<file path="src/rtl/m_load_unit_pkg.sv">
`default_nettype none
// ============================================================================
// Module      : m_load_unit_pkg
// Description : Load type codes, address map, FSM encoding and request-time
//               fault check shared by the M-stage load unit.
// Revision    : 1.0 - initial release
// ============================================================================
package m_load_unit_pkg;

    // Load type codes carried on de_sel
    localparam logic [2:0] c_de_none = 3'd0;
    localparam logic [2:0] c_de_lw   = 3'd1;
    localparam logic [2:0] c_de_lh   = 3'd2;
    localparam logic [2:0] c_de_lhu  = 3'd3;
    localparam logic [2:0] c_de_lb   = 3'd4;
    localparam logic [2:0] c_de_lbu  = 3'd5;

    // Readable regions: data memory and the two timer register blocks
    localparam logic [31:0] c_start_dm = 32'h0000_0000;
    localparam logic [31:0] c_end_dm   = 32'h0000_2fff;
    localparam logic [31:0] c_start_t1 = 32'h0000_7f00;
    localparam logic [31:0] c_end_t1   = 32'h0000_7f0b;
    localparam logic [31:0] c_start_t2 = 32'h0000_7f10;
    localparam logic [31:0] c_end_t2   = 32'h0000_7f1b;

    localparam int         c_state_w  = 3;
    localparam logic [2:0] c_st_idle  = 3'd0;
    localparam logic [2:0] c_st_req   = 3'd1;
    localparam logic [2:0] c_st_wait  = 3'd2;
    localparam logic [2:0] c_st_done  = 3'd3;
    localparam logic [2:0] c_st_drain = 3'd4;

    typedef struct packed {
        logic misalign;
        logic rng;
        logic timer;
        logic ovf;
    } fault_t;

    // Unsigned offset compare avoids a constant-true test when lo is zero
    function automatic logic f_in_rng(input logic [31:0] a,
                                      input logic [31:0] lo,
                                      input logic [31:0] hi);
        return (a - lo) <= (hi - lo);
    endfunction

    function automatic fault_t f_check(input logic [31:0] addr,
                                       input logic [2:0]  sel,
                                       input logic        exdm);
        fault_t f;
        f.misalign = ((sel == c_de_lw) && (addr[1:0] != 2'b00)) ||
                     (((sel == c_de_lh) || (sel == c_de_lhu)) && addr[0]);
        f.rng      = !(f_in_rng(addr, c_start_dm, c_end_dm) ||
                       f_in_rng(addr, c_start_t1, c_end_t1) ||
                       f_in_rng(addr, c_start_t2, c_end_t2));
        // Timer registers only accept full-word reads
        f.timer    = (sel != c_de_lw) && (addr >= c_start_t1);
        f.ovf      = exdm;
        return f;
    endfunction

endpackage
`default_nettype wire

</file>
<file path="src/rtl/m_load_ext.sv">
`default_nettype none
// ============================================================================
// Module      : m_load_ext
// Description : Combinational byte/half extractor with sign or zero extension.
// Revision    : 1.0 - initial release
// ============================================================================
module m_load_ext
    import m_load_unit_pkg::*;
(
    input  logic [31:0] rdata,
    input  logic [1:0]  addr_lo,
    input  logic [2:0]  de_sel,
    output logic [31:0] ld_data
);

    logic [7:0]  w_byte;
    logic [15:0] w_half;

    always_comb begin
        w_byte = rdata[{addr_lo, 3'b000} +: 8];
        w_half = addr_lo[1] ? rdata[31:16] : rdata[15:0];
    end

    always_comb begin
        case (de_sel)
            c_de_lb:  ld_data = {{24{w_byte[7]}}, w_byte};
            c_de_lbu: ld_data = {24'h00_0000, w_byte};
            c_de_lh:  ld_data = {{16{w_half[15]}}, w_half};
            c_de_lhu: ld_data = {16'h0000, w_half};
            default:  ld_data = rdata;
        endcase
    end

endmodule
`default_nettype wire

</file>
<file path="config.mk">
export PLATFORM = sky130hd
export DESIGN_NAME = m_load_ext
export DESIGN_NICKNAME = d
export VERILOG_FILES = /design/src/rtl/m_load_unit_pkg.sv /design/src/rtl/m_load_ext.sv
export SDC_FILE = /design/constraint.sdc
export NUM_CORES = 1
export LEC_CHECK = 0
export BUFFER_PORTS_ARGS = -buffer_cell sky130_fd_sc_hd__buf_2
export CAP_MARGIN = 25
export CORE_MARGIN = 8
export CORE_UTILIZATION = 51
export DETAILED_ROUTE_END_ITERATION = 7
export PLACE_DENSITY = 0.95
export SYNTH_ARGS = -nofsm -noshare
export SYNTH_HDL_FRONTEND = slang
export SYNTH_SLANG_ARGS = --single-unit
</file>
<file path="constraint.sdc">
create_clock -name vclk -period 3.8
set_input_delay 1.14 -clock vclk [all_inputs]
set_output_delay 1.14 -clock vclk [all_outputs]
set_load 0.02 [all_outputs]
</file>
==> results.json, run 1 <==
{
  "port_buffers": 69,
  "grt.overflow.total": 0,
  "clock_power_share_pct": 0,
  "critPathBufInv": 2,
  "crit_path_start_kind": "input port",
  "antenna_cells": 0,
  "wirelength_um": 4240,
  "maxSlewHeadroom_pct": 65.7,
  "combPwrFrac_pct": 100.0,
  "synthTopCellsByArea": "mux4_1, o211ai_2, nand3_1",
  "min_period_ns": 3.65,
  "hp-class": "in -> out",
  "rsz0062_at_grt": "false",
  "end_kind": "output pin",
  "cp_slowest_cell": "a2bb2oi_4",
  "gp_congestion": 0.832,
  "gr-usage-all-layers_pct": 17.7,
  "row_count": 17,
  "p_sw_uw": 145,
  "syn_avg_cell_area_um2": 8.24,
  "crit_type": "in -> out",
  "die_area_um2": 4170,
  "ys_types": 26,
  "dr_total_vias": 1496,
  "nClkBuffers": 0,
  "setup_viol": 0,
  "p_leak_uw": 0.000710,
  "grt_max_degree": 33,
  "worstMarginPinSlew_ns": 0.513,
  "layout-drive-gt1-share_pct": 53.9,
  "hold_viol": 0,
  "die_y_um": 64.6,
  "cts_setup_buffers": 0,
  "status": "finished, final reports clean",
  "area_growth_pct": 28.9,
  "utilization_pct": 69.5,
  "cp.arrival_ns": 2.51,
  "synth_area_um2": 1200,
  "yosysWarningCount": 0,
  "final_common_cell": "buf_2",
  "grt_pass1_wl_um": 6460,
  "slew_viol_final": 0,
  "initial_utilization_pct": 53.9,
  "max_stage_delay_ns": 0.46,
  "grt_antenna_before_repair": 0,
  "drtIter0Drc": 76,
  "swShare_pct": 59.6,
  "ff_latch_area_um2": 0,
  "crit_chain": "buf_2 > mux2i_2 > a2bb2oi_4 > o211ai_2 > buf_2",
  "placed_area_um2": 1520,
  "fin_crit_sh_pct": 96.2,
  "critPathTopFamily": "compound AO/OA/AOI/OAI gates",
  "max_freq_ghz": 0.274,
  "netlist.top_cell.by_area": "mux4_1",
  "finalNetCount": 243,
  "crit_required_ns": 2.66,
  "die_w_um": 64.6,
  "syn_nets": 183,
  "drc": 0,
  "dr.pass1.iters": 4,
  "coreArea_um2": 2230,
  "cap_violations": 0,
  "cts_hold_buffers": 0,
  "power.share.sequential_pct": 0,
  "drtAntennaViolNets": 0,
  "post_drt_via_cell_ratio": 6.45,
  "yosysSeqAreaShare_pct": 0,
  "cellPowerDensity_nw_per_um2": 157,
  "p_int_uw": 98.4,
  "grt_pass1_vias": 1398,
  "fillCellCount": 205,
  "worstPathMaxFanout": 12,
  "critPathMostFrequentCell": "buf_2",
  "vdd_drop_max_mv": 0.0957,
  "ios": 69,
  "wire_per_inst_um": 18.3,
  "synthCells": 146,
  "whs_ns": 2.65,
  "final_cell_mix": "buf_2, o21ai_0, nand2_1, nand3_1, o211ai_2",
  "yosys.area.top_type_share_pct": 17.5,
  "final_cell_area_um2": 1550,
  "seq_cells": 0,
  "p_total_uw": 243,
  "post-dp-hpwl_um": 3070,
  "multiInputGateArea_um2": 1100
}
==> layout make-up <==
type | count | area share, %
Multi-Input combinational cell | 126 | 71.1
Timing Repair Buffer | 78 | 26.6
Tap cell | 28 | 2.26
==> Yosys cell counts, types with 2 or more instances <==
master / instances
nand2_1: 16
o221ai_1: 4
nand3_1: 16
a31oi_1: 8
or3b_2: 6
nor2b_1: 10
o221ai_2: 4
or3b_1: 2
nor2_1: 2
mux4_1: 8
o21ai_0: 16
o211ai_2: 14
buf_1: 3
clkbuf_1: 5
buf_2: 7
buf_6: 6
o211ai_1: 10
==> per-stage QoR <==
stage               cells  TNS [ns]  worst slack (ns)
floorplan             146         0             0.516
global placement      231         0            0.0435
detailed placement    231    -0.106           -0.0344
CTS                   231   -0.0218           -0.0141
global route          232         0            0.0839
finish                232         0             0.145
==> worst paths after layout <==
check | startpoint | endpoint | slack, ns | cells after the start
max | addr_lo[0] | ld_data[30] | 0.15 | 5
min | rdata[1] | ld_data[1] | 2.65 | 4
==> power groups by stage <==
stage,Sequential [uW],Combinational (uW),Clock [uW]
after floorplan,0,161,0
after global placement,0,232,0
after detailed placement,0,235,0
after CTS,0,236,0
after global routing,0,260,0
final,0,243,0
==> logic make-up (layout without fill, tap and decap cells) <==
logic type	after synthesis	count (layout)	synth area share (%)
compound gates	57	58	41.7
simple gates	57	57	26.8
buf+inv	21	78	11.0
mux	11	11	20.5
==> routing by layer <==
| layer | up-vias | part of all wire [%] | GRT usage (%) |
|---|---|---|---|
| li1 | 709 | - | - |
| met1 | 696 | 40 | 21.7 |
| met2 | 89 | 50 | 31.9 |
| met3 | 2 | 9.7 | 3.78 |
| met4 | 0 | 0.57 | 1.36 |
| met5 | - | 0 | 0 |
==> what timing repair did <==
action	CTS	global route
pin swaps	1	1
resized for setup	1	3
setup endpoints to repair	4	26
endpoints found under the hold margin	0	0
gates cloned	0	1
Power figures use the tool's default switching activity.
==> run 2, diff against run 1 <==
- CORE_ASPECT_RATIO: unset -> 1.75
- PLACE_DENSITY: 0.95 -> 0.9
==> run 2 against run 1 <==
Effect of this change: non-clock buffer count grew 2; clock-buffer cell count unchanged; global-route usage increased by 2.0 points; final cell count fell by 0.86%; total power is 1.7% lower; die area is 1.5% higher; first-iteration DRC count decreased by 3.9%.
==> results.json, run 2 (same netlist as run 1, synthesis figures left out) <==
{
  "cts_hold_buffers": 0,
  "die_area_um2": 4230,
  "whs_endpoint": "ld_data[0]",
  "drtIter0Drc": 73,
  "grt_antenna_before_repair": 0,
  "cp_slowest_cell": "nand3_2",
  "maxSlewHeadroom_pct": 57.8,
  "gr-usage-all-layers_pct": 19.7,
  "slew_viol_final": 0,
  "cts_setup_buffers": 0,
  "grt.overflow.total": 0,
  "crit_chain": "buf_2 > buf_4 > nand3_2 > o211ai_1 > buf_2",
  "hold_viol": 0,
  "die_y_um": 80.3,
  "port_buffers": 69,
  "seq_cells": 0,
  "post_drt_via_cell_ratio": 6.60,
  "vdd_drop_max_mv": 0.0875,
  "p_leak_uw": 0.000712,
  "drc": 0,
  "tns_ns": 0,
  "die_w_um": 52.7,
  "critPathMostFrequentCell": "buf_2",
  "min_period_ns": 3.61,
  "dr.pass1.iters": 4,
  "fin_crit_sh_pct": 95.1,
  "hp-class": "in -> out",
  "grt_max_degree": 25,
  "final_common_cell": "buf_2",
  "final_cell_mix": "buf_2, o21ai_0, nand2_1, nand3_1, o211ai_2",
  "layout-drive-gt1-share_pct": 53.2,
  "max_stage_delay_ns": 0.45,
  "end_kind": "output pin",
  "post-dp-hpwl_um": 3450,
  "cellPowerDensity_nw_per_um2": 156,
  "crit_path_start_kind": "input port",
  "ff_latch_area_um2": 0,
  "ios": 69,
  "worstPathMaxFanout": 22,
  "critPathTopFamily": "buffers and inverters",
  "rsz0062_at_grt": "false",
  "row_count": 23,
  "cap_violations": 0,
  "cp.arrival_ns": 2.47,
  "grt_pass1_wl_um": 6890,
  "worstMarginPinSlew_ns": 0.632,
  "fillCellCount": 199,
  "hold_start": "rdata[0]",
  "crit_required_ns": 2.66,
  "coreArea_um2": 2270,
  "gp_congestion": 0.887,
  "crit_cells": 5,
  "critPathBufInv": 3,
  "grt_pass1_vias": 1453,
  "drtAntennaViolNets": 0,
  "wire_per_inst_um": 18.6,
  "dr_total_vias": 1519,
  "wirelength_um": 4280,
  "multiInputGateArea_um2": 1070,
  "crit_type": "in -> out",
  "status": "finished, final reports clean",
  "nClkBuffers": 0,
  "utilization_pct": 67.3,
  "antenna_cells": 0,
  "area_growth_pct": 27.1,
  "setup_viol": 0,
  "finalNetCount": 244,
  "max_freq_ghz": 0.277,
  "min_path_cells": 4,
  "initial_utilization_pct": 52.9
}
## run 2: worst max path at each step
| stage | from | to | slack, ns |
|---|---|---|---|
| after floorplan | addr_lo[0] | ld_data[28] | 0.52 |
| after global placement | de_sel[2] | ld_data[27] | 0.21 |
| after detailed placement | de_sel[2] | ld_data[23] | 0.15 |
| after CTS | de_sel[2] | ld_data[23] | 0.14 |
| after global routing | de_sel[1] | ld_data[28] | 0.08 |
| final | de_sel[1] | ld_data[28] | 0.19 |
## run 2: worst min-delay path, stage by stage
cell and delay, ns:
buf_2 0.10, nand2_1 0.05, nand3_1 0.06, buf_2 0.16
## run 2: final cells by class
class,count,share of cell area (%)
multi-input cells,125,70.0
well taps,25,2.04
repair buffers,80,28.0
## run 2: what timing repair did
action,CTS,global route
gates resized for setup,0,1
endpoints found under the hold margin,0,0
endpoints found under the setup margin,0,3
## run 2: per-layer routing
metal	wire, um	share of wire (%)	track usage [%]	vias up
li1	-	-	-	708
met1	1570	37	23.0	740
met2	2380	56	37.5	65
met3	289	6.8	1.66	6
met4	41	0.96	1.82	0
met5	0	0	0	-
## run 2: stage by stage
| stage | setup slack [ns] | power, uW | area (um^2) | hold slack (ns) | std cells |
|---|---|---|---|---|---|
| after global placement | 0.206 | 236 | 1530 | 2.64 | 230 |
| after floorplan | 0.516 | 161 | 1200 | 2.47 | 146 |
| after detailed placement | 0.146 | 239 | 1530 | 2.65 | 230 |
| final | 0.186 | 239 | 1530 | 2.65 | 230 |
| after CTS | 0.140 | 239 | 1530 | 2.65 | 230 |
| after global routing | 0.0771 | 256 | 1530 | 2.67 | 230 |
## run 2: where the power goes
part           internal [uW]  switching (uW)  total (uW)  leakage [uW]
sequential                 0               0           0             0
clock                      0               0           0             0
combinational           97.1             142         239      0.000712
==> run 3, diff against run 2 <==
--- a/config.mk
+++ b/config.mk
@@ -6,11 +6,12 @@
 export NUM_CORES = 1
 export LEC_CHECK = 0
+export ABC_AREA = 1
 export BUFFER_PORTS_ARGS = -buffer_cell sky130_fd_sc_hd__buf_2
 export CAP_MARGIN = 25
-export CORE_ASPECT_RATIO = 1.75
 export CORE_MARGIN = 8
-export CORE_UTILIZATION = 51
+export CORE_UTILIZATION = 44
 export DETAILED_ROUTE_END_ITERATION = 7
 export PLACE_DENSITY = 0.9
+export SLEW_MARGIN = 20
 export SYNTH_ARGS = -nofsm -noshare
 export SYNTH_HDL_FRONTEND = slang
==> constraint.sdc (replaced) <==
create_clock -name vclk -period 3.8
set_input_delay 0.19 -clock vclk [all_inputs]
set_output_delay 0.19 -clock vclk [all_outputs]
set_load 0.02 [all_outputs]
==> run 3 against run 2 <==
Effect of this change: global-route usage is 4.4 points lower; final cell count is 6.5% higher; utilization is 4.4 points lower; via count is 21% lower; sequential cell count stayed put; die area is 19% lower; critical path type unchanged; critical endpoint is now ld_data[4]; highest routed layer is now met3.
==> results.json, run 3 <==
{
  "power.share.sequential_pct": 0,
  "seq_cells": 0,
  "yosysSeqAreaShare_pct": 0,
  "antenna_cells": 0,
  "p_sw_uw": 120,
  "wirelength_um": 2870,
  "combPwrFrac_pct": 100.0,
  "crit_path_start_kind": "input port",
  "status": "finished, final reports clean",
  "grt.overflow.total": 0,
  "grt_pass1_vias": 1071,
  "whs_ns": 0.728,
  "netlist.top_cell.by_area": "nand2_1",
  "worstPathMaxFanout": 11,
  "min_period_ns": 1.81,
  "cts_hold_buffers": 0,
  "final_cell_mix": "nand2_1, buf_2, nand3_1",
  "grt_pass1_wl_um": 4520,
  "synth_area_um2": 802,
  "yosysWarningCount": 0,
  "cellPowerDensity_nw_per_um2": 172,
  "synthCells": 161,
  "fin_crit_sh_pct": 47.7,
  "post_cts_resized": 0,
  "maxSlewHeadroom_pct": 60.1,
  "gr-usage-all-layers_pct": 15.3,
  "yosys.area.top_type_share_pct": 33.2,
  "p_leak_uw": 0.000732,
  "p_int_uw": 67.1,
  "tns_ns": 0,
  "row_count": 15,
  "nClkBuffers": 0,
  "ios": 69,
  "crit_type": "in -> out",
  "drtAntennaViolNets": 0,
  "coreArea_um2": 1730,
  "max_freq_ghz": 0.551,
  "dr_total_vias": 1202,
  "drc": 0,
  "finalNetCount": 259,
  "cp.arrival_ns": 1.62,
  "synth_most_common_cell": "nand2_1",
  "drtIter0Drc": 23,
  "grt_antenna_before_repair": 0,
  "crit_required_ns": 3.61,
  "syn_avg_cell_area_um2": 4.98,
  "port_buffers": 69,
  "clock_power_share_pct": 0,
  "post_drt_via_cell_ratio": 4.91,
  "dr.pass1.iters": 4,
  "post-dp-hpwl_um": 2280,
  "ys_types": 17,
  "swShare_pct": 64.1,
  "worstMarginPinSlew_ns": 0.594,
  "die_area_um2": 3450,
  "gp_congestion": 0.855,
  "syn_nets": 198,
  "crit_start": "de_sel[2]",
  "initial_utilization_pct": 46.4,
  "hold_start": "rdata[1]",
  "cts_setup_buffers": 0,
  "final_common_cell": "nand2_1",
  "slew_viol_final": 0,
  "end_kind": "output pin",
  "rsz0062_at_grt": "false",
  "vdd_drop_max_mv": 0.0931,
  "hp-class": "in -> out",
  "cap_violations": 0,
  "synth_common_cells": "nand2_1, nand3_1, inv_1",
  "wire_per_inst_um": 11.7,
  "synthTopCellsByArea": "nand2_1, nand3_1, buf_6",
  "ff_latch_area_um2": 0,
  "area_growth_pct": 35.4,
  "grt_max_degree": 33,
  "die_y_um": 58.7,
  "layout-drive-gt1-share_pct": 38.6,
  "die_w_um": 58.7,
  "hold_viol": 0,
  "setup_viol": 0
}
==> run 3: cell types whose count changed in the layout (fill, tap and decap cells not counted), moves of 7 or more <==
| cell | change |
|---|---|
| inv_1 | +10 |
| buf_4 | -11 |
| nor2b_1 | -10 |
| o211ai_1 | -10 |
| or2_2 | +7 |
| nand2_1 | +55 |
| mux4_1 | -8 |
| o21ai_0 | -16 |
| nand3_1 | +31 |
| a31oi_1 | -8 |
| o211ai_2 | -14 |
==> run 3: routing by layer <==
layer / vias to the layer above / share of wire (%) / track usage (%)
met2: 50 / 48 / 29.6
met1: 512 / 44 / 17.1
met3: 0 / 8.0 / 3.48
met5: - / 0 / 0
li1: 640 / - / -
met4: 0 / 0 / 0.683
==> run 3: logic make-up after synthesis <==
family	Yosys count	synth area share, %
AND/OR/NAND/NOR	139	82.7
buffers and inverters	21	16.7
AO/OA/AOI/OAI	1	0.623
==> run 3: power groups by stage <==
stage | clock, uW | sequential (uW) | combinational (uW)
final | 0 | 0 | 187
after global routing | 0 | 0 | 205
after CTS | 0 | 0 | 189
after detailed placement | 0 | 0 | 188
after global placement | 0 | 0 | 187
after floorplan | 0 | 0 | 129
==> run 3: worst max-delay path, cell delays in order <==
cell	delay [ns]
buf_2	0.11
nor2_2	0.48
inv_1	0.11
o21ai_1	0.35
nand2_1	0.10
nand3_1	0.10
buf_2	0.17
==> run 3: final timing paths <==
kind  cells past startpoint         end  slack [ns]
min                       4  ld_data[1]        0.73
max                       7  ld_data[4]        1.99
==> run 3: area by class of cell <==
| cell class | instances | area (um^2) |
|---|---|---|
| multi-input combinational | 140 | 668 |
| fill | 216 | 641 |
| timing repair buffer | 69 | 345 |
| inverter | 11 | 41.3 |
| tap | 25 | 31.3 |
==> run 3: metrics by stage <==
step / utilization (%) / power, uW / worst slack, ns / area (um^2) / std cells
2_1_floorplan: - / 129 / 2.65 / 802 / 161
3_3_place_gp: 62.9 / 187 / 2.02 / 1090 / 245
3_5_place_dp: 62.9 / 188 / 1.99 / 1090 / 245
4_1_cts: 62.9 / 189 / 1.99 / 1090 / 245
5_1_grt: 62.9 / 205 / 1.79 / 1090 / 245
6_report: 62.9 / 187 / 1.99 / 1090 / 245
